==> src/rtl/lcd_bus_if.sv <==
// -----------------------------------------------------------------------------
// lcd_bus_if
//
// Groups the request handshake and the LCD pin bus of lcd_bus_driver.
//
// Signals:
//   start    request to transfer one byte (sampled only while ready=1)
//   rs_in    register select for the request: 0 = command, 1 = data
//   rw_in    read/write for the request, passed through unchanged
//   data_in  byte to transfer
//   ready    driver idle, start may be accepted this cycle
//   lcd_e    LCD enable strobe
//   lcd_rs   LCD register select
//   lcd_rw   LCD read/write
//   lcd_db   LCD data bus
//
// Modports:
//   master  request side (drives start/rs_in/rw_in/data_in)
//   slave   the driver (drives ready and the LCD pins)
// -----------------------------------------------------------------------------
interface lcd_bus_if;
   logic       start;
   logic       rs_in;
   logic       rw_in;
   logic [7:0] data_in;
   logic       ready;
   logic       lcd_e;
   logic       lcd_rs;
   logic       lcd_rw;
   logic [7:0] lcd_db;

   modport master (
      output start, rs_in, rw_in, data_in,
      input  ready, lcd_e, lcd_rs, lcd_rw, lcd_db
   );

   modport slave (
      input  start, rs_in, rw_in, data_in,
      output ready, lcd_e, lcd_rs, lcd_rw, lcd_db
   );
endinterface

==> src/rtl/lcd_bus_driver.sv <==
// -----------------------------------------------------------------------------
// lcd_bus_driver
//
// Drives one byte at a time onto an HD44780-style parallel LCD bus: waits a
// power-up interval after reset, then for every accepted request sets up
// RS/RW/DB, strobes E, holds the bus and waits out the LCD execution time.
// Clear (0x01) and home (0x02/0x03) commands get the long execution wait.
//
// Ports:
//   clk  system clock, all state updates on the rising edge
//   rst  synchronous, active-high reset
//   bus  lcd_bus_if.slave: start/rs_in/rw_in/data_in in,
//        ready/lcd_e/lcd_rs/lcd_rw/lcd_db out (all registered)
//
// Parameters (cycles, each 1 .. 2^20-1):
//   T_POWERUP    idle time after reset before the first transfer
//   T_SETUP      bus stable with E low before the E rise
//   T_PULSE      E high time
//   T_HOLD       bus held after the E fall
//   T_EXEC       execution wait for normal commands and data
//   T_EXEC_LONG  execution wait for clear/home commands
// -----------------------------------------------------------------------------
module lcd_bus_driver #(
   parameter int T_POWERUP   = 750000,
   parameter int T_SETUP     = 4,
   parameter int T_PULSE     = 12,
   parameter int T_HOLD      = 4,
   parameter int T_EXEC      = 2500,
   parameter int T_EXEC_LONG = 82000
) (
   input  logic      clk,
   input  logic      rst,
   lcd_bus_if.slave  bus
);

   localparam logic [19:0] C_POWERUP   = 20'(T_POWERUP);
   localparam logic [19:0] C_SETUP     = 20'(T_SETUP);
   localparam logic [19:0] C_PULSE     = 20'(T_PULSE);
   localparam logic [19:0] C_HOLD      = 20'(T_HOLD);
   localparam logic [19:0] C_EXEC      = 20'(T_EXEC);
   localparam logic [19:0] C_EXEC_LONG = 20'(T_EXEC_LONG);

   typedef enum logic [2:0] {
      ST_POWERUP,
      ST_IDLE,
      ST_SETUP,
      ST_PULSE,
      ST_HOLD,
      ST_WAIT
   } state_t;

   state_t      state, state_nxt;
   logic [19:0] cnt, cnt_nxt;

   // Output registers; rs_q/rw_q/db_q double as the request latch.
   logic       ready_q, ready_nxt;
   logic       e_q, e_nxt;
   logic       rs_q, rs_nxt;
   logic       rw_q, rw_nxt;
   logic [7:0] db_q, db_nxt;

   logic last;
   logic long_cmd;

   // The counter is loaded with the full state length on entry and the state
   // ends on the cycle it reads 1, so a state lasts exactly its parameter.
   assign last = (cnt == 20'd1);

   // Clear display (0x01) and return home (0x02, 0x03 with the don't-care
   // bit) need the long execution time; data bytes never do.
   assign long_cmd = !rs_q && (db_q == 8'h01 || db_q == 8'h02 || db_q == 8'h03);

   // NOTE: every variable gets a default before the case statement so that no
   // path leaves it unassigned, which would otherwise infer a latch.
   always_comb begin
      state_nxt = state;
      cnt_nxt   = cnt;
      rs_nxt    = rs_q;
      rw_nxt    = rw_q;
      db_nxt    = db_q;

      case (state)
         ST_POWERUP: begin
            if (last) state_nxt = ST_IDLE;
            else      cnt_nxt   = cnt - 20'd1;
         end

         // Only IDLE looks at start, so requests while busy are simply dropped.
         ST_IDLE: begin
            if (bus.start) begin
               state_nxt = ST_SETUP;
               cnt_nxt   = C_SETUP;
               rs_nxt    = bus.rs_in;
               rw_nxt    = bus.rw_in;
               db_nxt    = bus.data_in;
            end
         end

         ST_SETUP: begin
            if (last) begin
               state_nxt = ST_PULSE;
               cnt_nxt   = C_PULSE;
            end else begin
               cnt_nxt = cnt - 20'd1;
            end
         end

         ST_PULSE: begin
            if (last) begin
               state_nxt = ST_HOLD;
               cnt_nxt   = C_HOLD;
            end else begin
               cnt_nxt = cnt - 20'd1;
            end
         end

         ST_HOLD: begin
            if (last) begin
               state_nxt = ST_WAIT;
               cnt_nxt   = long_cmd ? C_EXEC_LONG : C_EXEC;
            end else begin
               cnt_nxt = cnt - 20'd1;
            end
         end

         ST_WAIT: begin
            if (last) state_nxt = ST_IDLE;
            else      cnt_nxt   = cnt - 20'd1;
         end

         default: begin
            state_nxt = ST_POWERUP;
            cnt_nxt   = C_POWERUP;
         end
      endcase

      // Outputs are decoded from the next state and registered, so they line
      // up with the state register cycle for cycle.
      ready_nxt = (state_nxt == ST_IDLE);
      e_nxt     = (state_nxt == ST_PULSE);
   end

   // NOTE: sequential state uses non-blocking assignments so every register
   // samples the pre-edge values, independent of statement order.
   always_ff @(posedge clk) begin
      if (rst) begin
         state   <= ST_POWERUP;
         cnt     <= C_POWERUP;
         ready_q <= 1'b0;
         e_q     <= 1'b0;
         rs_q    <= 1'b0;
         rw_q    <= 1'b0;
         db_q    <= 8'h00;
      end else begin
         state   <= state_nxt;
         cnt     <= cnt_nxt;
         ready_q <= ready_nxt;
         e_q     <= e_nxt;
         rs_q    <= rs_nxt;
         rw_q    <= rw_nxt;
         db_q    <= db_nxt;
      end
   end

   assign bus.ready  = ready_q;
   assign bus.lcd_e  = e_q;
   assign bus.lcd_rs = rs_q;
   assign bus.lcd_rw = rw_q;
   assign bus.lcd_db = db_q;

endmodule

==> src/flat_wrapper.sv <==
// flat-port wrapper written by rule: the top's interface ports become plain ports
module lcd_bus_driver_flat 
#(
   parameter int T_POWERUP   = 750000,
   parameter int T_SETUP     = 4,
   parameter int T_PULSE     = 12,
   parameter int T_HOLD      = 4,
   parameter int T_EXEC      = 2500,
   parameter int T_EXEC_LONG = 82000
)
  (clk, rst, bus_start, bus_rs_in, bus_rw_in, bus_data_in, bus_ready, bus_lcd_e, bus_lcd_rs, bus_lcd_rw, bus_lcd_db);
  lcd_bus_if bus_i ();
  input  logic clk;
  input  logic rst;
  input wire logic [$bits(bus_i.start)-1:0] bus_start;
  input wire logic [$bits(bus_i.rs_in)-1:0] bus_rs_in;
  input wire logic [$bits(bus_i.rw_in)-1:0] bus_rw_in;
  input wire logic [$bits(bus_i.data_in)-1:0] bus_data_in;
  output wire logic [$bits(bus_i.ready)-1:0] bus_ready;
  output wire logic [$bits(bus_i.lcd_e)-1:0] bus_lcd_e;
  output wire logic [$bits(bus_i.lcd_rs)-1:0] bus_lcd_rs;
  output wire logic [$bits(bus_i.lcd_rw)-1:0] bus_lcd_rw;
  output wire logic [$bits(bus_i.lcd_db)-1:0] bus_lcd_db;
  assign bus_i.start = bus_start;
  assign bus_i.rs_in = bus_rs_in;
  assign bus_i.rw_in = bus_rw_in;
  assign bus_i.data_in = bus_data_in;
  assign bus_ready = bus_i.ready;
  assign bus_lcd_e = bus_i.lcd_e;
  assign bus_lcd_rs = bus_i.lcd_rs;
  assign bus_lcd_rw = bus_i.lcd_rw;
  assign bus_lcd_db = bus_i.lcd_db;
  lcd_bus_driver #(.T_POWERUP(T_POWERUP), .T_SETUP(T_SETUP), .T_PULSE(T_PULSE), .T_HOLD(T_HOLD), .T_EXEC(T_EXEC), .T_EXEC_LONG(T_EXEC_LONG)) u_core (.clk(clk), .rst(rst), .bus(bus_i));
endmodule
==> config.mk <==
export PLATFORM = sky130hd
export DESIGN_NAME = lcd_bus_driver_flat
export DESIGN_NICKNAME = d
export VERILOG_FILES = /design/src/rtl/lcd_bus_if.sv /design/src/rtl/lcd_bus_driver.sv /design/src/flat_wrapper.sv
export SDC_FILE = /design/constraint.sdc
export NUM_CORES = 1
export LEC_CHECK = 0
export BUFFER_PORTS_ARGS = -buffer_cell sky130_fd_sc_hd__buf_2
export CAP_MARGIN = 20
export CORE_MARGIN = 2
export CORE_UTILIZATION = 40
export CTS_CLUSTER_SIZE = 28
export DETAILED_ROUTE_END_ITERATION = 10
export HOLD_SLACK_MARGIN = 0.06
export PLACE_DENSITY_LB_ADDON = 0.1
export SLEW_MARGIN = 20
export SYNTH_ARGS = -nofsm -noshare
export SYNTH_HDL_FRONTEND = slang
export SYNTH_SLANG_ARGS = --single-unit
==> constraint.sdc <==
create_clock -name clk -period 4.8 [get_ports clk]
set_input_delay 0.96 -clock clk [delete_from_list [all_inputs] [get_ports clk]]
set_output_delay 0.96 -clock clk [all_outputs]
set_load 0.005 [all_outputs]
# Word level (Yosys, flattened, before mapping)
# Cells that the tools add are included.
[word_totals]
regBits = 35
latch_bits = 0
ramBits = 0
rom_bits = 0
inputBits = 13
output_inout_bits = 12
word_cells = 42
memories = 0
[classes]
addsub = 1
n_mul = 0
div_mod_pow = 0
magnitude_cmp = 0
eq_ne = 13
n_shift = 0
n_mux = 13
bitwise = 0
reduce_logical = 8
[ops]
columns = ["operator", "n"]
rows = [
  ["two-way mux 20 bit", 5],
  ["one-hot mux 20 bit (5 select lines)", 1],
  ["equality test 20 x 1 -> 1 bit (second input constant)", 1],
  ["subtractor 20 x 1 -> 20 bit (second input constant)", 1],
  ["two-way mux 17 bit", 1],
  ["equality test 8 x 2 -> 1 bit (second input constant)", 2],
  ["two-way mux 3 bit", 5],
  ["one-hot mux 3 bit (5 select lines)", 1],
  ["equality test 3 x 2 -> 1 bit (second input constant)", 3],
  ["equality test 8 x 1 -> 1 bit (second input constant)", 1],
  ["equality test 3 x 1 -> 1 bit (second input constant)", 2],
  ["equality test 3 bit (second input constant)", 2],
  ["inequality test 2 bit (second input constant)", 2],
  ["AND reduction 2 bit", 2],
  ["logical NOT 3 bit", 1],
  ["logical OR 1 bit", 2],
  ["OR reduction 2 bit", 1],
  ["logical AND 1 bit", 1],
  ["logical NOT 1 bit", 1],
]

# Logic depth before layout (Yosys ltp)
# Gate-level depths: netlist (run 1).
[depth]
word_depth = 7
ltp_mapped = 9
depth_no_buf = 8

# Worst setup path before layout (run 1)
# No wires, ideal clock.
[synth_path]
path_type = "reg-to-reg"
startpoint = "register u_core.cnt[0]"
endpoint = "register u_core.cnt[4]"
setup_ns = 0.122
t_arrival_ns = 1.998
t_required_ns = 4.678
slack_ns = 2.680
stages_incl_launch_ff = 7
n_path_buf = 0
period_less_slack_ns = 2.120
cell_sequence = "dfxtp_1 -> ha_1 -> nor3b_1 -> nand4_2 -> or4b_4 -> a21o_1 -> a221o_1"
[synth_between]
elab_chain_cells = 3
elab_cells_between_ends = 9
classes_between = "1 x add/sub; 2 x eq/ne; 5 x mux; 1 x reduce/logical"
[synth_lines]
columns = ["item", "line_no", "source"]
rows = [
  ["start, declared", "lcd_bus_driver.sv:53", "logic [19:0] cnt, cnt_nxt;"],
  ["start signal, assigned", "lcd_bus_driver.sv:156", "cnt <= cnt_nxt;"],
  ["subtractor 20 x 1 -> 20 bit or equality test 20 x 1 -> 1 bit (tied branches)", "n/a", ""],
  ["two-way mux 20 bit (tied with other cells)", "lcd_bus_driver.sv:84, lcd_bus_driver.sv:127", ""],
  ["one-hot mux 20 bit (5 select lines) or AND reduction 2 bit (tied branches)", "n/a", ""],
]
# Parallel ways exist; a longest one is shown, timed or not. The select of a mux whose other input is x is not followed.
# A chain may end at the register's enable or synchronous reset.

# Final worst setup path (run 1)
# Same ends and word-level chain as after synthesis.

==> results of run 1 <==
## power groups by stage
stage / clock [mW] / combinational (mW) / sequential [mW]
6_report: 0.275 / 0.0688 / 0.313
5_1_grt: 0.295 / 0.0779 / 0.315
4_1_cts: 0.280 / 0.0675 / 0.313
3_5_place_dp: 0 / 0.0669 / 0.320
3_3_place_gp: 0 / 0.0683 / 0.319
2_1_floorplan: 0 / 0.0539 / 0.314
## final timing paths
path                                         from                 to  slack [ps]  depth (start not counted)
worst min-delay path            u_core.bus.lcd_rw  u_core.bus.lcd_rw         460                          2
worst max-delay path                u_core.cnt[0]      u_core.cnt[4]        1630                          7
worst min register to register  u_core.bus.lcd_rw  u_core.bus.lcd_rw         460                          2
worst max register to register      u_core.cnt[0]      u_core.cnt[4]        1630                          7
## worst max-delay path: stages (launching register included)
cell and delay, ps:
dfxtp_1 420, ha_1 180, nor3b_1 340, nand4_2 410, nor2_1 810, nor2_1 290
a22o_1 280, a221o_1 330
## stage by stage
stage               cells  worst slack, ps  utilization, %  hold WS [ps]
floorplan             306             2680               -           453
global placement      385             1850            44.0           441
detailed placement    385             1730            44.0           455
CTS                   393             1720            46.0           470
global route          393             1320            46.0           499
finish                393             1630            46.0           465
## sequential cells by signal (all words and copies together) (netlist names)
signal	count
u_core.cnt	20
u_core.bus.lcd_db	8
u_core.state	3
u_core.bus.lcd_e	1
u_core.bus.lcd_rs	1
u_core.bus.lcd_rw	1
u_core.bus.ready	1
## cell type report
class                           count  area [sq um]
Sequential cell                    35           701
Multi-Input combinational cell    245          1480
Fill cell                         588          2990
Timing Repair Buffer               26           135
Clock inverter                      3          43.8
Inverter                            7          26.3
Clock buffer                        5          68.8
Tap cell                           72          90.1
## routing by layer
layer / track usage (%) / up-vias
met3: 6.22 / 16
li1: - / 1190
met2: 39.2 / 128
met5: 0 / -
met1: 35.7 / 1155
met4: 8.64 / 0
## logic make-up after synthesis
| logic type | count (synthesis) | share of synthesized area [%] |
|---|---|---|
| adders and majority gates | 2 | 1.09 |
| xor gates and xnor gates | 3 | 1.14 |
| buffers and inverters | 26 | 5.21 |
| DFF | 35 | 30.4 |
| and+or+nand+nor | 132 | 31.3 |
| AOI/OAI and AO/OA | 108 | 30.8 |
## layout by cell type, fill, tap and decap left out, types with 5 or more instances in the layout
cell,netlist,routed
a211oi_1,5,5
nand3_1,12,12
a31oi_1,6,6
nor3_1,13,13
nor2_1,24,24
a21oi_1,38,38
clkbuf_8,1,5
dfxtp_1,35,35
inv_1,5,5
nand2_1,43,43
o21ai_0,18,18
buf_2,4,24
==> impl_metrics.json, run 1 <==
{
  "async_flop_share_pct": 0,
  "p_int_mw": 0.483,
  "synth_top_area_share_pct": 30.4,
  "clockBufferDepth": 2,
  "vdd_ir_drop_max_uv": 140,
  "wl_met1_microns": 3350,
  "cts.clk_slew.worst_paths_ps": 80,
  "synth_cells": 306,
  "cp.required_ps": 4990,
  "p_total_mw": 0.657,
  "tightest_slew_ps": 885,
  "final_net_count": 335,
  "dieHeight_microns": 79.9,
  "syn_avg_cell_area_sq_um": 7.53,
  "grt_overflow": 0,
  "crit_type": "register to register",
  "drv_slew": 0,
  "start_util_pct": 41.6,
  "status": "complete, no violations",
  "p_sw_mw": 0.174,
  "synth_area_sq_mm": 0.00230,
  "start_kind": "register",
  "setup_violations": 0,
  "clock_skew_ps": 9.25,
  "met2WireLength_microns": 3460,
  "ant_nets": 0,
  "grt_max_degree": 35,
  "synth_area_leaders": "dfxtp_1 (30%), a21oi_1 (8.3%), nand2_1 (7.0%)",
  "yosysMostFrequentCell": "nand2_1",
  "wl_per_cell_microns": 19.3,
  "cts_tree": "built",
  "h-tree-depth": 2,
  "buffer_ports.inserted": 24,
  "grt_use_total_pct": 25.8,
  "timing.fmax_mhz": 315,
  "cts-resized-gates": 0,
  "rsz0062_at_grt": "false",
  "fp-row-count": 27,
  "p_per_area_mw_per_mm2": 258,
  "wl_met3_microns": 650,
  "synth_fp_nets": 321,
  "antenna_found_initial": 0,
  "dieArea_sq_mm": 0.00638,
  "p_leak_nw": 0.891,
  "grt_pass1_wl_microns": 12700,
  "synth.distinct_cells": 63,
  "hp-class": "register to register",
  "fin_crit_ps": 3170,
  "cts-root-buf": "clkbuf_8",
  "cap_violations": 0,
  "p_seq_share_pct": 47.7,
  "hold_violations": 0,
  "stdcell_area_sq_mm": 0.00255,
  "via_count": 2489,
  "yosysTopAreaCell": "dfxtp_1",
  "dr.pass1.iters": 5,
  "pin_count": 25,
  "arrival_ps": 3360,
  "placed_area_sq_mm": 0.00244,
  "drt_wl_total_microns": 7590,
  "areaGrowthSynthToFinish_pct": 10.6,
  "worst-path-max-fanout": 14,
  "core_area_sq_mm": 0.00554,
  "grt_pass1_vias": 2400,
  "period_share_pct": 66.1,
  "cts_sinks": 35,
  "clk_latency_ps": 300,
  "routed.top_layer": "met4",
  "ys.flop_type": "dfxtp_1",
  "drc": 0,
  "power_frac_comb_pct": 10.5,
  "layout-drive-gt1-share_pct": 15.9,
  "dpl.hpwl_microns": 5360,
  "place_congestion": 0.977,
  "yosys-top-cells-count": "nand2_1 (43), a21oi_1 (38), dfxtp_1 (35), nor2_1 (24), o21ai_0 (18)",
  "postCtsSetupBuffers": 0,
  "clkPwrFrac_pct": 41.9,
  "drtIter0Drc": 357,
  "post_drt_via_cell_ratio": 6.33,
  "synth-edff-count": 0,
  "ys_seq_area_share_pct": 30.4,
  "cts_made_buffers": 5,
  "holdBufCountCts": 0,
  "yosys_warnings": 0,
  "die-width_microns": 79.9,
  "ys_seq_elements": 35,
  "worstSetupEndpointType": "register",
  "slew_headroom_pct": 40.8,
  "tns_ps": 0,
  "p_sw_share_pct": 26.5,
  "diodes": 0
}
Power figures use the tool's default switching activity.
==> inputs of run 2 (changes only) <==
- clock period: 4.8 -> 2.8 ns (I/O delays scaled with it)
==> run 2 against run 1 <==
Net effect:
- cell count rose by 3.3%
- setup slack worse by 1400 ps
- non-clock buffer count rose by 14
- via count grew 0.60%
- register-to-register slack worse by 1400 ps
- sequential power grew 71%
- sequential cell count stayed put
- die area stayed put
- critical path depth unchanged
- critical path type unchanged
- critical endpoint unchanged
- largest power group unchanged
- highest routed layer unchanged
==> impl_metrics.json, run 2 (synthesized netlist as in run 1, its figures left out) <==
{
  "antenna_found_initial": 0,
  "p_leak_nw": 0.948,
  "slew_headroom_pct": 53.5,
  "p_sw_share_pct": 26.7,
  "rsz0062_at_grt": "false",
  "drv_slew": 0,
  "cts-root-buf": "clkbuf_8",
  "dr.pass1.iters": 5,
  "fin_ws_ps": 204,
  "p_total_mw": 1.04,
  "cts_made_buffers": 5,
  "post_drt_via_cell_ratio": 6.17,
  "power_frac_comb_pct": 12.0,
  "largest-register": "u_core.cnt",
  "clock_skew_ps": 10.9,
  "p_per_area_mw_per_mm2": 394,
  "vdd_ir_drop_max_uv": 217,
  "grt_overflow": 0,
  "finish.utilization_pct": 47.4,
  "crit_type": "register to register",
  "clockBufferDepth": 2,
  "wl_per_cell_microns": 19.0,
  "n_fill_cell": 591,
  "hold_ws_ps": 457,
  "cts_tree": "built",
  "diodes": 0,
  "worst-path-max-fanout": 7,
  "stdcell_area_sq_mm": 0.00263,
  "final_common_cell": "nand2_1",
  "setup_violations": 0,
  "drtIter0Drc": 261,
  "dpl.hpwl_microns": 5700,
  "status": "complete, no violations",
  "grt_pass1_wl_microns": 12400,
  "p_seq_share_pct": 51.6,
  "ant_nets": 0,
  "tightest_slew_ps": 697,
  "dieHeight_microns": 79.9,
  "dieArea_sq_mm": 0.00638,
  "post-place-ws_ps": 296,
  "placed_cells": 399,
  "holdBufCountCts": 0,
  "start_util_pct": 41.6,
  "areaGrowthSynthToFinish_pct": 14.1,
  "p_int_mw": 0.760,
  "grt_use_total_pct": 25.6,
  "seq_area_sq_um": 701,
  "stdcell_count": 406,
  "final_net_count": 349,
  "final_cell_mix": "nand2_1 (43), a21oi_1 (38), dfxtp_1 (35)",
  "grt_pass1_vias": 2308,
  "tns_ps": 0,
  "fp-row-count": 27,
  "drt_wl_total_microns": 7700,
  "hp-class": "register to register",
  "multi_input_area_sq_mm": 0.00148,
  "h-tree-depth": 2,
  "arrival_ps": 2760,
  "p_sw_mw": 0.277,
  "largest_register_ff_count": 20,
  "cp.required_ps": 2970,
  "place_congestion": 0.966,
  "placed_area_sq_mm": 0.00254,
  "cts.clk_slew.worst_paths_ps": 70,
  "die-width_microns": 79.9,
  "clk_latency_ps": 290,
  "layout-drive-gt1-share_pct": 19.2,
  "cts-resized-gates": 0,
  "hold_violations": 0,
  "period_share_pct": 92.7,
  "fin_crit_ps": 2600,
  "cap_violations": 0,
  "buffer_ports.inserted": 24,
  "grt_max_degree": 22,
  "ff2ff_path_depth": 7,
  "clkPwrFrac_pct": 36.4,
  "postCtsSetupBuffers": 0,
  "via_count": 2504,
  "cts_sinks": 35,
  "timing.fmax_mhz": 385,
  "core_area_sq_mm": 0.00554,
  "start_kind": "register",
  "min_path_cells": 2,
  "worstSetupEndpointType": "register",
  "drc": 0,
  "pin_count": 25
}
==> run 2: cell types whose count changed in the layout (fill, tap and decap cells not counted) <==
| cell | before | now |
|---|---|---|
| clkbuf_8 | 5 | 6 |
| buf_4 | 2 | 16 |
| bufinv_16 | 1 | 0 |
| clkinv_4 | 1 | 0 |
==> run 2: layer usage <==
| metal | vias up | GRT usage (%) | wire [microns] |
|---|---|---|---|
| met1 | 1158 | 35.9 | 3610 |
| met5 | - | 0 | 0 |
| li1 | 1221 | - | - |
| met4 | 0 | 8.98 | 225 |
| met3 | 19 | 5.20 | 499 |
| met2 | 106 | 38.8 | 3360 |
==> run 2: worst paths after layout <==
path / from / end / slack, ps
worst max-delay path: u_core.cnt[0] / u_core.cnt[4] / 200
worst min-delay path: u_core.bus.lcd_rw / u_core.bus.lcd_rw / 460
worst max register to register: u_core.cnt[0] / u_core.cnt[4] / 200
worst min register to register: u_core.bus.lcd_rw / u_core.bus.lcd_rw / 460
==> run 2: power groups by stage <==
stage                     clock, mW  combinational (mW)  sequential [mW]
after detailed placement          0               0.122            0.546
after global routing          0.411               0.141            0.539
final                         0.377               0.125            0.535
after floorplan                   0              0.0924            0.538
after global placement            0               0.124            0.546
after CTS                     0.385               0.123            0.535
==> run 2: area by class of cell <==
class,instances,share of cell area (%)
clock inverter,1,0.190
sequential,35,26.7
timing repair buffer,40,9.14
inverter,7,1.00
clock buffer,6,3.14
tap,72,3.43
multi-input combinational,245,56.4
==> run 2: worst max-delay path: stages, from the launching register on <==
cell and delay (ps):
dfxtp_1 410, ha_1 180, nor3b_1 350, nand4_2 280, nor3_1 480, nor2b_1 170
a22o_1 250, a221o_1 360
==> inputs of run 3 (changes only) <==
- clock period: 2.8 -> 3 ns (I/O delays scaled with it)
==> run 3 against run 2 <==
Net effect:
- core utilization is the same
- clock power up 21%
- fmax grew 1.5%
- setup slack improved by 240 ps
- total power increased by 3.2%
- critical path depth unchanged
- hold slack lost 5.1 ps
- sequential cell count did not move
- register-to-register slack better by 240 ps
- critical path type unchanged
==> impl_metrics.json, run 3 (synthesized netlist as in run 1, its figures left out) <==
{
  "cts_tree": "built",
  "buffer_ports.inserted": 24,
  "clk_latency_ps": 290,
  "place_congestion": 1.05,
  "slowest_delay_ps": 420,
  "slowest_stage": "dfxtp_1",
  "core_area_sq_mm": 0.00554,
  "areaGrowthSynthToFinish_pct": 14.1,
  "start_kind": "register",
  "hold_violations": 0,
  "dpl.hpwl_microns": 5220,
  "largest_register_ff_count": 20,
  "ant_nets": 0,
  "drtIter0Drc": 227,
  "arrival_ps": 2740,
  "fin_crit_ps": 2560,
  "clock_skew_ps": 5.19,
  "n_fill_cell": 585,
  "final_common_cell": "nand2_1",
  "cts.clk_slew.worst_paths_ps": 80,
  "period_share_pct": 85.2,
  "worstSetupEndpointType": "register",
  "final_cell_mix": "nand2_1 (43), a21oi_1 (38), dfxtp_1 (35)",
  "layout-drive-gt1-share_pct": 18.4,
  "cap_violations": 0,
  "p_per_area_mw_per_mm2": 407,
  "grt_pass1_wl_microns": 12100,
  "cts_sinks": 35,
  "dieHeight_microns": 79.9,
  "start_util_pct": 41.6,
  "cp_num_buf_inv": 0,
  "vdd_ir_drop_max_uv": 227,
  "grt_overflow": 0,
  "p_total_mw": 1.07,
  "tightest_slew_ps": 692,
  "die-width_microns": 79.9,
  "final_net_count": 345,
  "cp.required_ps": 3190,
  "drv_slew": 0,
  "path_cells": "ha_1 > nor3b_1 > nand4_2 > nor3_1 > nor2b_1 > a22o_1 > a221o_1",
  "tns_ps": 0,
  "drc": 0,
  "drt_wl_total_microns": 7410,
  "cts_made_buffers": 5,
  "cts-root-buf": "clkbuf_8",
  "fp-row-count": 27,
  "h-tree-depth": 2,
  "hp-class": "register to register",
  "post_drt_via_cell_ratio": 6.26,
  "grt_pass1_vias": 2310,
  "holdBufCountCts": 0,
  "largest-register": "u_core.cnt",
  "status": "complete, no violations",
  "pin_count": 25,
  "dr.pass1.iters": 5,
  "timing.fmax_mhz": 391,
  "grt_max_degree": 35,
  "clockBufferDepth": 2,
  "via_count": 2522,
  "crit_family": "simple AND/OR/NAND/NOR gates",
  "slew_headroom_pct": 53.9,
  "cts-resized-gates": 0,
  "wl_per_cell_microns": 18.4,
  "diodes": 0,
  "postCtsSetupBuffers": 0,
  "worst-path-max-fanout": 14,
  "setup_violations": 0,
  "antenna_found_initial": 0,
  "crit_type": "register to register",
  "rsz0062_at_grt": "false",
  "p_leak_nw": 0.943,
  "grt_use_total_pct": 24.6,
  "dieArea_sq_mm": 0.00638
}
-- run 3: cell types whose count changed in the layout (fill, tap and decap cells not counted), sizes merged --
cell and delta:
buf -4, bufinv +1
-- run 3: final timing paths --
kind / slack, ps / depth (start not counted) / startpoint / to
max reg2reg: 440 / 7 / u_core.cnt[0] / u_core.cnt[4]
max: 440 / 7 / u_core.cnt[0] / u_core.cnt[4]
min: 450 / 2 / u_core.bus.lcd_rw / u_core.bus.lcd_rw
min reg2reg: 450 / 2 / u_core.bus.lcd_rw / u_core.bus.lcd_rw
-- run 3: power breakdown --
| part | switching (mW) | total (mW) | leakage (nW) | internal (mW) |
|---|---|---|---|---|
| clock | 0.186 | 0.455 | 0.0612 | 0.269 |
| combinational | 0.0630 | 0.112 | 0.598 | 0.0492 |
| sequential | 0.0236 | 0.502 | 0.284 | 0.478 |
| total | 0.273 | 1.07 | 0.943 | 0.797 |
-- run 3: metal layers --
metal / share of wire [%] / vias to the layer above / GRT usage [%]
li1: - / 1206 / -
met1: 45 / 1161 / 35.3
met2: 44 / 135 / 36.3
met3: 9.2 / 20 / 5.43
met4: 2.2 / 0 / 7.97
met5: 0 / - / 0
-- run 3: layout make-up --
type                    count  area, sq um  area share [%]
clock buffers               6         82.6            3.14
flip-flops and latches     35          701            26.7
repair buffers             36          210            8.00
clock inverters             2         35.0            1.33
well taps                  72         90.1            3.43
multi-input cells         245         1480            56.4
inverters                   7         26.3            1.00
-- run 3: per-stage QoR --
stage / util [%] / worst slack (ps) / hold slack [ps] / area [sq um] / cells
floorplan: - / 880 / 453 / 2300 / 306
global placement: 45.3 / 570 / 445 / 2510 / 395
detailed placement: 45.3 / 515 / 446 / 2510 / 395
CTS: 47.4 / 492 / 457 / 2630 / 403
global route: 47.4 / 183 / 488 / 2630 / 403
finish: 47.4 / 443 / 452 / 2630 / 403
-- run 3: worst register-to-register path, delay by kind of cell, from the launching register on --
family	cells	cell delay, ps
fa+ha+maj	1	170
flops	1	420
compound gates	2	560
simple gates	4	1300
